`config.mk`:
```
export PLATFORM = sky130hd
export DESIGN_NAME = avmm_mailbox_slave
export DESIGN_NICKNAME = d
export VERILOG_FILES = /design/src/rtl/avmm_mailbox_slave.sv
export SDC_FILE = /design/constraint.sdc
export NUM_CORES = 1
export LEC_CHECK = 0
export ABC_AREA = 1
export CORE_AREA = 2 2 287 204
export DETAILED_ROUTE_END_ITERATION = 10
export DIE_AREA = 0 0 289 206
export PLACE_DENSITY = 0.67
export SLEW_MARGIN = 20
export SYNTH_ARGS = -nofsm -noshare
export SYNTH_HDL_FRONTEND = slang
export SYNTH_HIERARCHICAL = 1
export SYNTH_SLANG_ARGS = --single-unit
```
`constraint.sdc`:
```
create_clock -name sysclk -period 6.5 [get_ports sysclk]
set_input_delay 1.625 -clock sysclk [delete_from_list [all_inputs] [get_ports sysclk]]
set_output_delay 1.625 -clock sysclk [all_outputs]
set_load 0.02 [all_outputs]
```
`src/rtl/avmm_mailbox_slave.sv`:
```
// avmm_mailbox_slave: Avalon-MM 16-bit mailbox between Qsys masters and the synapse316 MCU
module mbx_fifo #(
    parameter int DEPTH = 16
) (
    input  logic        sysclk,
    input  logic        sysreset,
    input  logic        push,
    input  logic        pop,
    input  logic [15:0] wdata,
    output logic [15:0] head,
    output logic        empty,
    output logic        full
);
    localparam int AW = $clog2(DEPTH);
    logic [15:0] mem [DEPTH];
    logic [AW:0] wp, rp;
    logic        push_ok, pop_ok;
    assign empty   = wp == rp;
    assign full    = (wp[AW] != rp[AW]) && (wp[AW-1:0] == rp[AW-1:0]);
    assign head    = empty ? 16'h0 : mem[rp[AW-1:0]];
    assign push_ok = push && !full;
    assign pop_ok  = pop && !empty;
    // pointers carry a wrap bit so full and empty are distinguishable
    always_ff @(posedge sysclk or posedge sysreset)
        if (sysreset) begin
            wp <= '0;
            rp <= '0;
        end else begin
            wp <= wp + {{AW{1'b0}}, push_ok};
            rp <= rp + {{AW{1'b0}}, pop_ok};
        end
    // storage needs no reset; contents are only visible through the pointers
    always_ff @(posedge sysclk)
        if (push_ok) mem[wp[AW-1:0]] <= wdata;
endmodule

module avmm_mailbox_slave #(
    parameter int DEPTH   = 16,
    parameter int DB_BITS = 4
) (
    input  logic        sysclk,
    input  logic        sysreset,
    input  logic [1:0]  s0_address,
    input  logic        s0_read,
    input  logic        s0_write,
    input  logic [15:0] s0_writedata,
    output logic [15:0] s0_readdata,
    output logic        s0_waitrequest,
    input  logic [15:0] data_in,
    input  logic        m2a_load,
    output logic [15:0] a2m_out,
    input  logic        a2m_read,
    input  logic        db_clear_load,
    output logic [15:0] status_out,
    output logic        a2m_ready,
    output logic        db_pending
);
    logic               ack, fire, av_wr, av_rd;
    logic               a2m_empty, a2m_full, m2a_empty, m2a_full;
    logic [15:0]        m2a_head, scratch, rd_mux;
    logic [2:0]         flags, flag_set, flag_clr;
    logic [DB_BITS-1:0] db, db_set, db_clr;
    assign fire           = (s0_read || s0_write) && !ack;
    assign av_wr          = fire && s0_write;
    assign av_rd          = fire && s0_read && !s0_write;
    assign s0_waitrequest = sysreset || ((s0_read || s0_write) && !ack);
    assign a2m_ready      = !a2m_empty;
    assign db_pending     = |db;
    mbx_fifo #(.DEPTH(DEPTH)) u_a2m (
        .sysclk(sysclk), .sysreset(sysreset),
        .push(av_wr && s0_address == 2'd0), .pop(a2m_read), .wdata(s0_writedata),
        .head(a2m_out), .empty(a2m_empty), .full(a2m_full)
    );
    mbx_fifo #(.DEPTH(DEPTH)) u_m2a (
        .sysclk(sysclk), .sysreset(sysreset),
        .push(m2a_load), .pop(av_rd && s0_address == 2'd0), .wdata(data_in),
        .head(m2a_head), .empty(m2a_empty), .full(m2a_full)
    );
    // sticky flag sources, W1C masks, doorbell set/clear and the read mux
    always_comb begin
        flag_set = {m2a_load && m2a_full,
                    av_rd && s0_address == 2'd0 && m2a_empty,
                    av_wr && s0_address == 2'd0 && a2m_full};
        flag_clr = (av_wr && s0_address == 2'd1) ? s0_writedata[6:4] : 3'b0;
        db_set   = (av_wr && s0_address == 2'd3) ? s0_writedata[DB_BITS-1:0] : '0;
        db_clr   = db_clear_load ? data_in[DB_BITS-1:0] : '0;
        status_out = 16'h0;
        status_out[3:0] = {m2a_full, m2a_empty, a2m_full, a2m_empty};
        status_out[6:4] = flags;
        status_out[8 +: DB_BITS] = db;
        rd_mux = s0_address == 2'd0 ? m2a_head :
                 s0_address == 2'd1 ? status_out :
                 s0_address == 2'd2 ? scratch : 16'(db);
    end
    // handshake, registered read data, scratch, sticky flags and doorbell; sets beat clears
    always_ff @(posedge sysclk or posedge sysreset)
        if (sysreset) begin
            ack         <= 1'b0;
            s0_readdata <= 16'h0;
            scratch     <= 16'h0;
            flags       <= 3'b0;
            db          <= '0;
        end else begin
            ack   <= fire;
            flags <= flag_set | (flags & ~flag_clr);
            db    <= db_set | (db & ~db_clr);
            if (av_wr && s0_address == 2'd2) scratch <= s0_writedata;
            if (av_rd) s0_readdata <= rd_mux;
            else if (av_wr && s0_read) s0_readdata <= 16'h0;
        end
endmodule

```
==> run summary, run 1 <==
The area of the core is 57,200 um^2, and the area share of fa/ha/maj cells after synthesis is 0.00395. The initialized floorplan defines 74 standard-cell rows. The worst register-to-register path has a setup slack of 3.16 ns. The Yosys warning count is 6, and the largest driver fanout on the critical path is 105. The commonest cells after synthesis are nand2_1 (1,021), edfxtp_1 (512), inv_1 (396).

The final hold violation count is 0, and the number of design-rule violations left by the first detailed-router iteration is 1,819. Based on the critical path, the design can be clocked at up to 203 MHz. STA classifies the critical path endpoint as a primary output. Buffers inserted to repair hold after CTS numbered 0. The relative area change from synthesis to final layout came out at 13.0%. The area taken by multi-input logic gates was 6310 um^2; the leakage power figure was 0.0124 uW. The actual slew at the worst max-slew pin works out to 1.11 ns. The worst setup path is launched from a flop. Setup repair after global routing left no endpoint under its margin.

The final layout contains routed wiring with a total length of 63,100 um. Summed over all failing endpoints, the final setup total negative slack is 0 ns. Post-CTS repair changed the size of 0 cells. The number of storage elements in the synthesis netlist was 572; the final number of max-transition violations was 0. Setup violations remaining at the end of the flow were counted as 0. The library cell with the highest instance count after synthesis was nand2_1. The biggest area contributor in the post-synthesis netlist is edfxtp_1.

In this run, placement finished with an instance count of 3,342. The starting density of the core was 0.442; the average vias per placed instance was 5.07. Entering global routing, the biggest net connects 106 pins. Relative max-transition margin: 0.258. At the end of routability-driven placement, the weighted congestion stood at 0.892. The clock transition time at the flip-flop clock pins of the worst setup and hold paths is 0.07 ns, and the number of distinct library cells after synthesis is 28. The count of nets left with antenna violations once routing finished came out at 0. TritonCTS built the clock tree.

The data arrival time of the worst path is 3.30 ns. The logs give 3 for the largest buffer count on any clock path and 16,900 um^2 for the area occupied by registers. Initial antenna violation count: 2. The flow ran to the end, and the final reports show no timing, DRC or antenna violations. The finished layout holds 3,445 standard cells, fillers aside. The multiplexer area fraction after synthesis was 0; the synthesized cell area was 25,300 um^2. The basic-gate share of the synthesized area counting and, or, nand and nor cells came out at 0.223. TritonCTS created 54 clock buffers. The worst-skew pair later-pin latency came out at 0.63 ns.

Number of clock sinks seen by CTS: 572. By startpoint and endpoint, the worst setup path is classified as flop to primary output. The compound-cell area share of the yosys netlist works out to 0.0124. The run gives 0 as the aggregate global routing overflow. The tool flagged a number of max-cap violations equal to 0.

The H-tree generated during clock tree synthesis spans 2 levels. STA puts the critical path data required time at 4.88 ns. After legalization and detailed placement, the total HPWL measured 38,900 um.

For the finished layout, the period the worst path requires is 4.92 ns. Combinational family with the most area after synthesis: simple AND/OR/NAND/NOR gates. Between clock sinks in the finished design, the worst skew comes to 0.0369 ns. The post-CTS repair timing setup buffer count is 0, and the via count of the first global-routing pass is 16,400.

In the final routed layout, each cell accounts on average for 18.3 um. Number of fill cells: 5,045. The number of placed I/O pins is 92.

The share of the synthesized area in the top cell type works out to 0.607. For this run, the leading register cell type out of synthesis is edfxtp_1. The share of layout cells above drive strength 1 was 0.0592. The post-route clock period utilization is 0.757, and the number of cells produced by synthesis is 2,572.

The maximum vdd ir drop came out at 0.000251 V. The wire length of the first global-routing pass came out at 95,300 um. The die footprint is 59,500 um^2.

The path class of the lowest-slack min-delay path is flop to flop. The tools report the clock root buffer as clkbuf_16. Across all layers, the routed design uses 17,500 vias.

During placement, the flow inserted port buffers numbering 86. The die is 289 um wide. The net count reported at finish came out at 2,687. The fraction of the yosys area taken by sequential cells came out at 0.667. The first detailed-routing pass ran for 8 iterations.

Fraction of registers with async set or reset after synthesis: 0.105. Measured along the y axis, the die boundary spans 206 um. The aggregate global-route resource usage is 0.212. By area the synthesized netlist is led by edfxtp_1 (61%), nand2_1 (15%), dfrtp_1 (5.9%).

Power spread over the standard cell area amounts to 415 nW/um^2. The average cell area after synthesis is 9.84 um^2. The utilization after layout was 0.500. The number of remaining DRC errors is 0. In this run, synthesis inferred 512 flip-flops with an integrated enable. The share of the synthesized netlist area taken by xor and xnor gates is 0.00761.
-- flip-flops by register name (all words and copies together), names as in the netlist --
name / cells
ack: 1
u_a2m/mem: 256
u_a2m/rp: 5
u_m2a/wp: 5
u_a2m/wp: 5
db: 4
u_m2a/rp: 5
scratch: 16
flags: 3
u_m2a/mem: 256
s0_readdata: 16
-- final cells by class --
| type | count | area share |
|---|---|---|
| clock buffers | 72 | 0.0514 |
| diodes | 1 | 0.0000875 |
| inverters | 409 | 0.0538 |
| multi-input cells | 1478 | 0.221 |
| flip-flops and latches | 572 | 0.590 |
| well taps | 760 | 0.0332 |
| repair buffers | 123 | 0.0402 |
| clock inverters | 30 | 0.0101 |
-- worst paths after layout --
kind,start,endpoint,cells past startpoint
max,u_a2m/rp[0],a2m_out[2],10
max in group asynchronous,sysreset,scratch[5],2
min reg2reg,s0_readdata[1],s0_readdata[1],2
min,s0_readdata[1],s0_readdata[1],2
max reg2reg,u_m2a/rp[0],s0_readdata[4],12
min in group asynchronous,sysreset,u_m2a/wp[0],2
-- routing by layer --
metal / global-route usage / vias up / part of all wire
met4: 0.0646 / 2 / 0.022
met2: 0.313 / 741 / 0.43
met1: 0.314 / 8343 / 0.45
li1: - / 8274 / -
met3: 0.0447 / 97 / 0.097
met5: 0 / - / 0.00021
-- logic make-up after synthesis --
group | after synthesis
simple gates | 1388
flops | 572
compound gates | 55
fa+ha+maj | 8
other cells | 1
buf+inv | 526
xor+xnor | 22
-- worst max-delay path, stage by stage (launching register included) --
cell,delay [ns]
dfrtp_4,0.42
clkinv_2,0.34
buf_12,0.41
nand2_1,0.13
nand3_1,0.07
nand2_1,0.13
nand2_1,0.07
nand2_1,0.13
inv_1,0.09
a21oi_1,0.19
clkdlybuf4s50_1,0.64
-- power by group --
group          leakage (uW)  switching [uW]  internal [uW]
combinational       0.00619            2910           1280
clock              0.000863            1370           1760
sequential          0.00537             242           4320
total                0.0124            4530           7350
-- stage by stage --
stage / hold slack [ns] / power [uW] / cell area, um^2 / setup slack (ns)
6_report: 0.477 / 11900 / 28600 / 1.58
5_1_grt: 0.489 / 12500 / 28600 / 1.42
4_1_cts: 0.482 / 11900 / 28600 / 1.60
3_5_place_dp: 0.466 / 8750 / 26800 / 1.67
3_3_place_gp: 0.465 / 8680 / 26800 / 1.67
2_1_floorplan: 0.442 / 7350 / 25300 / 2.76
-- cells in the final DEF (no fill, tap or decap), types with 2 or more instances in the layout --
| master | netlist | layout |
|---|---|---|
| nand2_2 | 4 | 4 |
| nor2_4 | 3 | 9 |
| conb_1 | 1 | 5 |
| dfrtp_4 | 0 | 2 |
| nor2_2 | 4 | 9 |
| a21oi_2 | 4 | 4 |
| nor2_1 | 58 | 47 |
| clkdlybuf4s50_1 | 0 | 86 |
| nand3_1 | 295 | 295 |
| a21oi_1 | 29 | 29 |
| ha_1 | 8 | 8 |
| buf_4 | 26 | 36 |
| bufinv_16 | 0 | 4 |
| o21ai_4 | 2 | 2 |
| clkinv_1 | 2 | 13 |
| inv_1 | 396 | 395 |
| clkinv_2 | 0 | 13 |
| clkbuf_16 | 0 | 56 |
| nand2_1 | 1021 | 1021 |
| clkinv_16 | 0 | 2 |
| inv_2 | 11 | 10 |
| dfrtp_1 | 60 | 56 |
| o21ai_0 | 16 | 16 |
| edfxtp_1 | 512 | 512 |
| clkbuf_1 | 14 | 15 |
| xor2_1 | 16 | 16 |
| dfrtp_2 | 0 | 2 |
| xnor2_1 | 6 | 6 |
| o21ai_1 | 4 | 4 |
Note: power is estimated with default switching activity, not from simulation.
==> run 2: changes to the inputs <==
--- a/config.mk
+++ b/config.mk
@@ -9,7 +9,7 @@
 export CORE_AREA = 2 2 287 204
 export DETAILED_ROUTE_END_ITERATION = 10
 export DIE_AREA = 0 0 289 206
-export PLACE_DENSITY = 0.67
+export PLACE_DENSITY = 0.7
 export SLEW_MARGIN = 20
 export SYNTH_ARGS = -nofsm -noshare
 export SYNTH_HDL_FRONTEND = slang
==> constraint.sdc (replaced) <==
create_clock -name sysclk -period 4.4 [get_ports sysclk]
set_input_delay 1.1 -clock sysclk [delete_from_list [all_inputs] [get_ports sysclk]]
set_output_delay 1.1 -clock sysclk [all_outputs]
set_load 0.02 [all_outputs]
==> run 2 against run 1 <==
  * Clock-buffer cell count is 2 lower
  * Hold slack better by 0.0012 ns
  * First-iteration DRC count up 8.0%
  * Highest routed layer unchanged
  * Register-to-register slack got worse by 1.8 ns
  * Worst setup slack lost 1.4 ns
  * Clock power rose by 48%
  * Critical path depth down 4
  * Total power rose by 47%
  * Clock skew increased by 0.023 ns
  * Largest power group unchanged
  * Sequential share of layout area down 0.47 points
==> run summary, run 2 (synthesis results as in run 1) <==
The start-to-end type of the worst setup path was flop to primary output (unchanged). Setup repair after global routing left no endpoint under its margin. The run gives 0.504 (was 0.500) as the utilization after layout.

The post-route clock period utilization was 0.949; the final hold violation count was 0 (unchanged). The tools report the aggregate global routing overflow as 0 (unchanged). The starting density of the core is 0.442 (unchanged), and the tightest hold margin is 0.478 ns (was 0.477 ns). The vertical extent of the die was 206 um (unchanged); the total of buffers placed on input and output ports was 86 (unchanged). The tools report the worst-skew pair later-pin latency as 0.64 ns (was 0.63 ns). The tools report the count of final setup violators as 0 (unchanged). The pin count of the biggest net entering global routing is 95 (was 106), and the worst-case register-to-register setup slack is 1.41 ns (was 3.16 ns). The number of remaining DRC errors was 0 (unchanged); the number of violations of the max-capacitance limit was 0 (unchanged).

Number of clock sinks seen by CTS: 572 (unchanged). Path class of the lowest-slack min-delay path: flop to flop (unchanged). The die outline width is 289 um (unchanged).

The tools report the critical path capture point type as a primary output (unchanged). The die footprint came out at 59,500 um^2 (unchanged). The run gives 38,900 um (about the same) as the HPWL after detailed placement.

Worst setup slack before clock tree synthesis: 0.460 ns (was 1.67 ns). The shortest period the worst path allows was 4.17 ns. TritonCTS built the clock tree. The tools report the aggregate global-route resource usage as 0.211 (was 0.212). The worst endpoint required time is 3.30 ns (was 4.88 ns), and the average vias per placed instance is 5.02 (was 5.07).

For the via count of the routed design, the log shows 17,500 (about the same). The areal power density over the cells works out to 608 nW/um^2 (was 415 nW/um^2). The logs give 6 (was 8) for the detailed-router iteration count before antenna repair and 74 (unchanged) for the number of standard-cell rows in the floorplan. For the number of buffers inserted for hold repair after clock tree synthesis, the log shows 0 (unchanged). Depth of the CTS H-tree: 2 (unchanged). Sum of routed wire length over all layers: 61,900 um (was 63,100 um). The logs give 0.0126 uW (was 0.0124 uW) for the leakage power figure and 57,200 um^2 (unchanged) for the area of the core.

The logs give 0.0595 ns (was 0.0369 ns) for the worst setup skew after layout and 0.865 (was 0.892) for the weighted congestion reported at the end of routability-driven placement. The flow ran to the end, and the final reports show no timing, DRC or antenna violations. The actual slew at the worst max-slew pin is 0.955 ns (was 1.11 ns). The number of design-rule violations left by the first detailed-router iteration was 1,964 (was 1,819).

Most used cells in the layout excluding fill and tap cells: nand2_1 (1,021), edfxtp_1 (512), inv_1 (395) (unchanged). The largest buffer count on any clock path came out at 3 (unchanged). The data arrival time of the worst path was 3.07 ns (was 3.30 ns). Remaining number of nets flagged by the antenna check after routing: 0 (unchanged). The highest attainable clock frequency is 240 MHz. The CTS buffer count is 55 (was 54).

The most common cell after layout, fill and taps aside is nand2_1 (unchanged). The clock transition time at the flip-flop clock pins of the worst setup and hold paths was 0.06 ns (was 0.07 ns); the relative area change from synthesis to final layout was 13.9% (was 13.0%). The relative max-transition margin is 0.362 (was 0.258). The run gives 0.000394 V (was 0.000251 V) as the maximum vdd ir drop. The number of placed I/O pins came out at 92 (unchanged). The net count reported at finish was 2,718 (was 2,687); the initial antenna violation count was 3 (was 2). Largest driver fanout on the critical path: 16 (was 105).

The total inserted antenna cells is 0 (was 1). The least setup slack across all paths after layout is 0.225 ns (was 1.58 ns). Via count of the first global-routing pass: 16,800 (was 16,400). For the final number of max-transition violations, the log shows 0 (unchanged). For the final setup TNS, the log shows 0 ns (unchanged).

The share of layout cells above drive strength 1 came out at 0.0689 (was 0.0592). The wire length per cell came out at 17.8 um (was 18.3 um). The clock root buffer was clkbuf_16 (unchanged). The sort of element at the start of the critical path was a flop (unchanged). The wire length of the first global-routing pass came out at 95,900 um (was 95,300 um).
-- run 2: layout make-up --
type | count | area [um^2]
clock buffers | 70 | 1510
clock inverters | 32 | 275
well taps | 760 | 951
fillers | 4971 | 28400
repair buffers | 153 | 1400
multi-input cells | 1478 | 6270
inverters | 409 | 1540
flip-flops and latches | 572 | 16900
-- run 2: through the flow --
step / instances / instance area (um^2) / total power [uW]
2_1_floorplan: 2576 / 25300 / 10900
3_3_place_gp: 3372 / 27000 / 12800
3_5_place_dp: 3372 / 27000 / 12900
4_1_cts: 3474 / 28800 / 17600
5_1_grt: 3474 / 28800 / 18500
6_report: 3474 / 28800 / 17500
-- run 2: worst max-delay path, cell delays in order (launching register included) --
cell	delay [ns]
dfrtp_1	0.62
buf_4	0.19
inv_1	0.30
nand3_1	0.22
nand3_1	0.09
a21oi_1	0.32
clkdlybuf4s50_1	0.68
-- run 2: routing by layer --
layer	share of wire	global-route usage
met3	0.092	0.0407
met5	0.00031	0
met2	0.44	0.317
met4	0.025	0.0613
met1	0.44	0.312
-- run 2: repair_timing --
| item | 4_1_cts | 5_1_grt |
|---|---|---|
| setup endpoints to repair | 0 | 3 |
| resized for setup | 0 | 2 |
| buffers inserted | 0 | 0 |
-- run 2: worst paths after layout --
kind                             start  cells past startpoint        endpoint
max                        u_a2m/rp[2]                      6     a2m_out[15]
min                        scratch[10]                      2     scratch[10]
max reg2reg                u_m2a/rp[0]                     12  s0_readdata[4]
min reg2reg                scratch[10]                      2     scratch[10]
max in group asynchronous     sysreset                      2  s0_readdata[3]
min in group asynchronous     sysreset                      2     u_m2a/wp[3]
-- run 2: power breakdown --
group	switching, uW	internal, uW
clock network	2020	2610
logic	4260	1980
registers	275	6380
==> run 3: changes to the inputs <==
--- a/config.mk
+++ b/config.mk
@@ -10,7 +10,7 @@
 export DETAILED_ROUTE_END_ITERATION = 10
 export DIE_AREA = 0 0 289 206
 export PLACE_DENSITY = 0.7
-export SLEW_MARGIN = 20
+export SLEW_MARGIN = 40
 export SYNTH_ARGS = -nofsm -noshare
 export SYNTH_HDL_FRONTEND = slang
 export SYNTH_HIERARCHICAL = 1
==> run 3 against run 2 <==
  * Combinational power barely moved
  * Hold slack gained 0.0022 ns
  * Worst setup slack worse by 0.057 ns
  * Critical path depth did not move
==> run summary, run 3 (synthesis results as in run 1) <==
The logs give 0.64 ns (about the same) for the worst-skew pair later-pin latency and 17,700 (was 17,500) for the via count of the routed design. Wire length per cell: 17.9 um (was 17.8 um). For the final hold violation count, the log shows 0 (unchanged).

The most common cell after layout, fill and taps aside is nand2_1 (unchanged). The depth of the CTS H-tree was 2 (unchanged); the share of layout cells above drive strength 1 was 0.0715 (was 0.0689). For the clock group share of total power, the log shows 0.265 (was 0.264). The largest buffer count on any clock path was 3 (unchanged).

The area of the core is 57,200 um^2 (unchanged), and the internal cell power is 11,000 uW (about the same). The run gives 0 (unchanged) as the post-CTS repair timing setup buffer count. The average vias per placed instance is 5.09 (was 5.02), and the least setup slack across all paths after layout is 0.168 ns (was 0.225 ns). Start-to-end type of the worst setup path: flop to primary output (unchanged). The logs give 0.357 (was 0.356) for the combinational cell fraction of total power and 0 (unchanged) for the number of remaining DRC errors. The tightest hold margin was 0.480 ns (was 0.478 ns); the die footprint was 59,500 um^2 (unchanged). The number of standard-cell rows in the floorplan is 74 (unchanged), and the aggregate global routing overflow is 0 (unchanged).

Die outline width: 289 um (unchanged). Switching fraction of total power: 0.375 (was 0.374). The pin count of the biggest net entering global routing is 95 (unchanged). Number of violations of the max-capacitance limit: 0 (unchanged). The data arrival time of the worst path is 3.13 ns (was 3.07 ns).

The starting density of the core was 0.442 (unchanged). The critical path capture point type was a primary output (unchanged). The post-route clock period utilization is 0.962 (was 0.949), and the shortest period the worst path allows is 4.23 ns (was 4.17 ns). The logs give 0.431 (was 0.362) for the relative max-transition margin and 92 (unchanged) for the number of placed I/O pins.

The via count of the first global-routing pass came out at 16,900 (was 16,800). For the weighted congestion reported at the end of routability-driven placement, the log shows 0.865 (unchanged). Sum of routed wire length over all layers: 62,200 um (was 61,900 um).

The critical path's most frequent cell was nand3_1 (unchanged). The startpoint of the worst register-to-register path was u_m2a/rp[1] (was u_m2a/rp[0]). The number of design-rule violations left by the first detailed-router iteration was 1,904 (was 1,964); the total chip power was 17,600 uW (was 17,500 uW).

The run gives 54 (was 55) as the CTS buffer count. The tools report the count of final setup violators as 0 (unchanged). The highest attainable clock frequency is 236 MHz (was 240 MHz). TritonCTS built the clock tree.

The areal power density over the cells is 610 nW/um^2 (was 608 nW/um^2), and the total of buffers placed on input and output ports is 86 (unchanged). The logs give 2,717 (was 2,718) for the net count reported at finish and 4,925 (was 4,971) for the number of fill cells. The worst setup skew after layout is 0.0656 ns (was 0.0595 ns), and the leakage power figure is 0.0126 uW (about the same). The worst-case register-to-register setup slack was 1.62 ns (was 1.41 ns); the clock transition time at the flip-flop clock pins of the worst setup and hold paths was 0.06 ns (about the same).

The wire length of the first global-routing pass came out at 96,400 um (was 95,900 um). Register share of total power: 0.378 (was 0.380). The tools report the worst min-delay path startpoint as scratch[11] (was scratch[10]).

The switching power summed over all nets came out at 6590 uW (was 6550 uW). The startpoint of the most critical setup path is u_a2m/rp[2] (unchanged). The detailed-router iteration count before antenna repair was 5 (was 6); the actual slew at the worst max-slew pin was 0.851 ns (was 0.955 ns). Setup repair after global routing left no endpoint under its margin. The run finished with clean final reports.

The initial antenna violation count was 2 (was 3); the final setup TNS was 0 ns (unchanged). The vertical extent of the die works out to 206 um (unchanged). The run gives 0.000462 V (was 0.000394 V) as the maximum vdd ir drop. The clock root buffer was clkbuf_16 (unchanged). The worst stage delay on the critical path came out at 0.69 ns (was 0.68 ns).

The largest driver fanout on the critical path is 16 (unchanged). Most used cells in the layout excluding fill and tap cells: nand2_1 (1,021), edfxtp_1 (512), inv_1 (395) (unchanged). The run gives 38,900 um (about the same) as the HPWL after detailed placement. The worst endpoint required time was 3.30 ns (about the same); the final number of max-transition violations was 0 (unchanged). The run gives 0 (unchanged) as the remaining number of nets flagged by the antenna check after routing.

The sort of element at the start of the critical path is a flop (unchanged). The cell type of the slowest stage on the worst timing path was clkdlybuf4s50_1 (unchanged). The number of clock sinks seen by CTS was 572 (unchanged). Chain of cells forming the critical path: buf_4 > inv_1 > nand3_1 > nand3_1 > a21oi_1 > clkdlybuf4s50_1 (unchanged). For the worst setup slack before clock tree synthesis, the log shows 0.458 ns (was 0.460 ns).

The path class of the lowest-slack min-delay path is flop to flop (unchanged). The aggregate global-route resource usage came out at 0.212 (was 0.211). The relative area change from synthesis to final layout is 13.8% (was 13.9%).
## run 3: cell count changes in the layout (fill, tap and decap cells not counted), moves of 2 or more
cell and delta:
clkinv_2 +6, clkbuf_16 -2, clkbuf_8 -2, clkbuf_1 -2
buf_2 +4, inv_2 -2, clkdlybuf4s50_1 -5, bufinv_16 +2
## run 3: layer usage
| layer | wire length (um) | vias up | global-route usage |
|---|---|---|---|
| met5 | 8 | - | 0 |
| met1 | 27800 | 8447 | 0.317 |
| met3 | 5480 | 122 | 0.0341 |
| met2 | 27300 | 786 | 0.319 |
| met4 | 1590 | 2 | 0.0639 |
| li1 | - | 8333 | - |
## run 3: cell type report
type | count | area, um^2 | area share
multi-input cells | 1478 | 6270 | 0.218
inverters | 409 | 1540 | 0.0535
diodes | 1 | 2.50 | 0.0000868
flip-flops and latches | 572 | 16900 | 0.586
clock buffers | 64 | 1430 | 0.0496
repair buffers | 153 | 1380 | 0.0479
well taps | 760 | 951 | 0.0330
clock inverters | 38 | 357 | 0.0124
## run 3: per-stage QoR
stage	std cells	cell area [um^2]	utilization
5_1_grt	3474	28800	0.504
2_1_floorplan	2576	25300	-
3_5_place_dp	3372	27000	0.472
4_1_cts	3474	28800	0.504
6_report	3475	28800	0.504
3_3_place_gp	3372	27000	0.473
## run 3: worst paths after layout
check                      depth (start not counted)         endpoint
setup / recovery                                   6      a2m_out[15]
hold / removal                                     2      scratch[11]
setup reg to reg                                  11   s0_readdata[6]
hold reg to reg                                    2      scratch[11]
max in group asynchronous                          2  s0_readdata[12]
min in group asynchronous                          2      u_m2a/wp[2]
## run 3: power groups by stage
stage | registers, uW | clock network, uW | logic (uW)
after global placement | 6730 | 0 | 6050
after floorplan | 6700 | 0 | 4160
after global routing | 6690 | 4930 | 6930
final | 6650 | 4660 | 6270
after CTS | 6640 | 4730 | 6210
after detailed placement | 6750 | 0 | 6160
## run 3: what timing repair did
action	CTS	global route
setup endpoints to repair	0	1
gates resized for setup	0	2
hold buffers	0	0
## run 3: worst max-delay path, delay by kind of cell (launching register included)
family	cells	cell delay, ns
compound gates	1	0.35
flops	1	0.63
buf+inv	3	1.19
simple gates	2	0.33
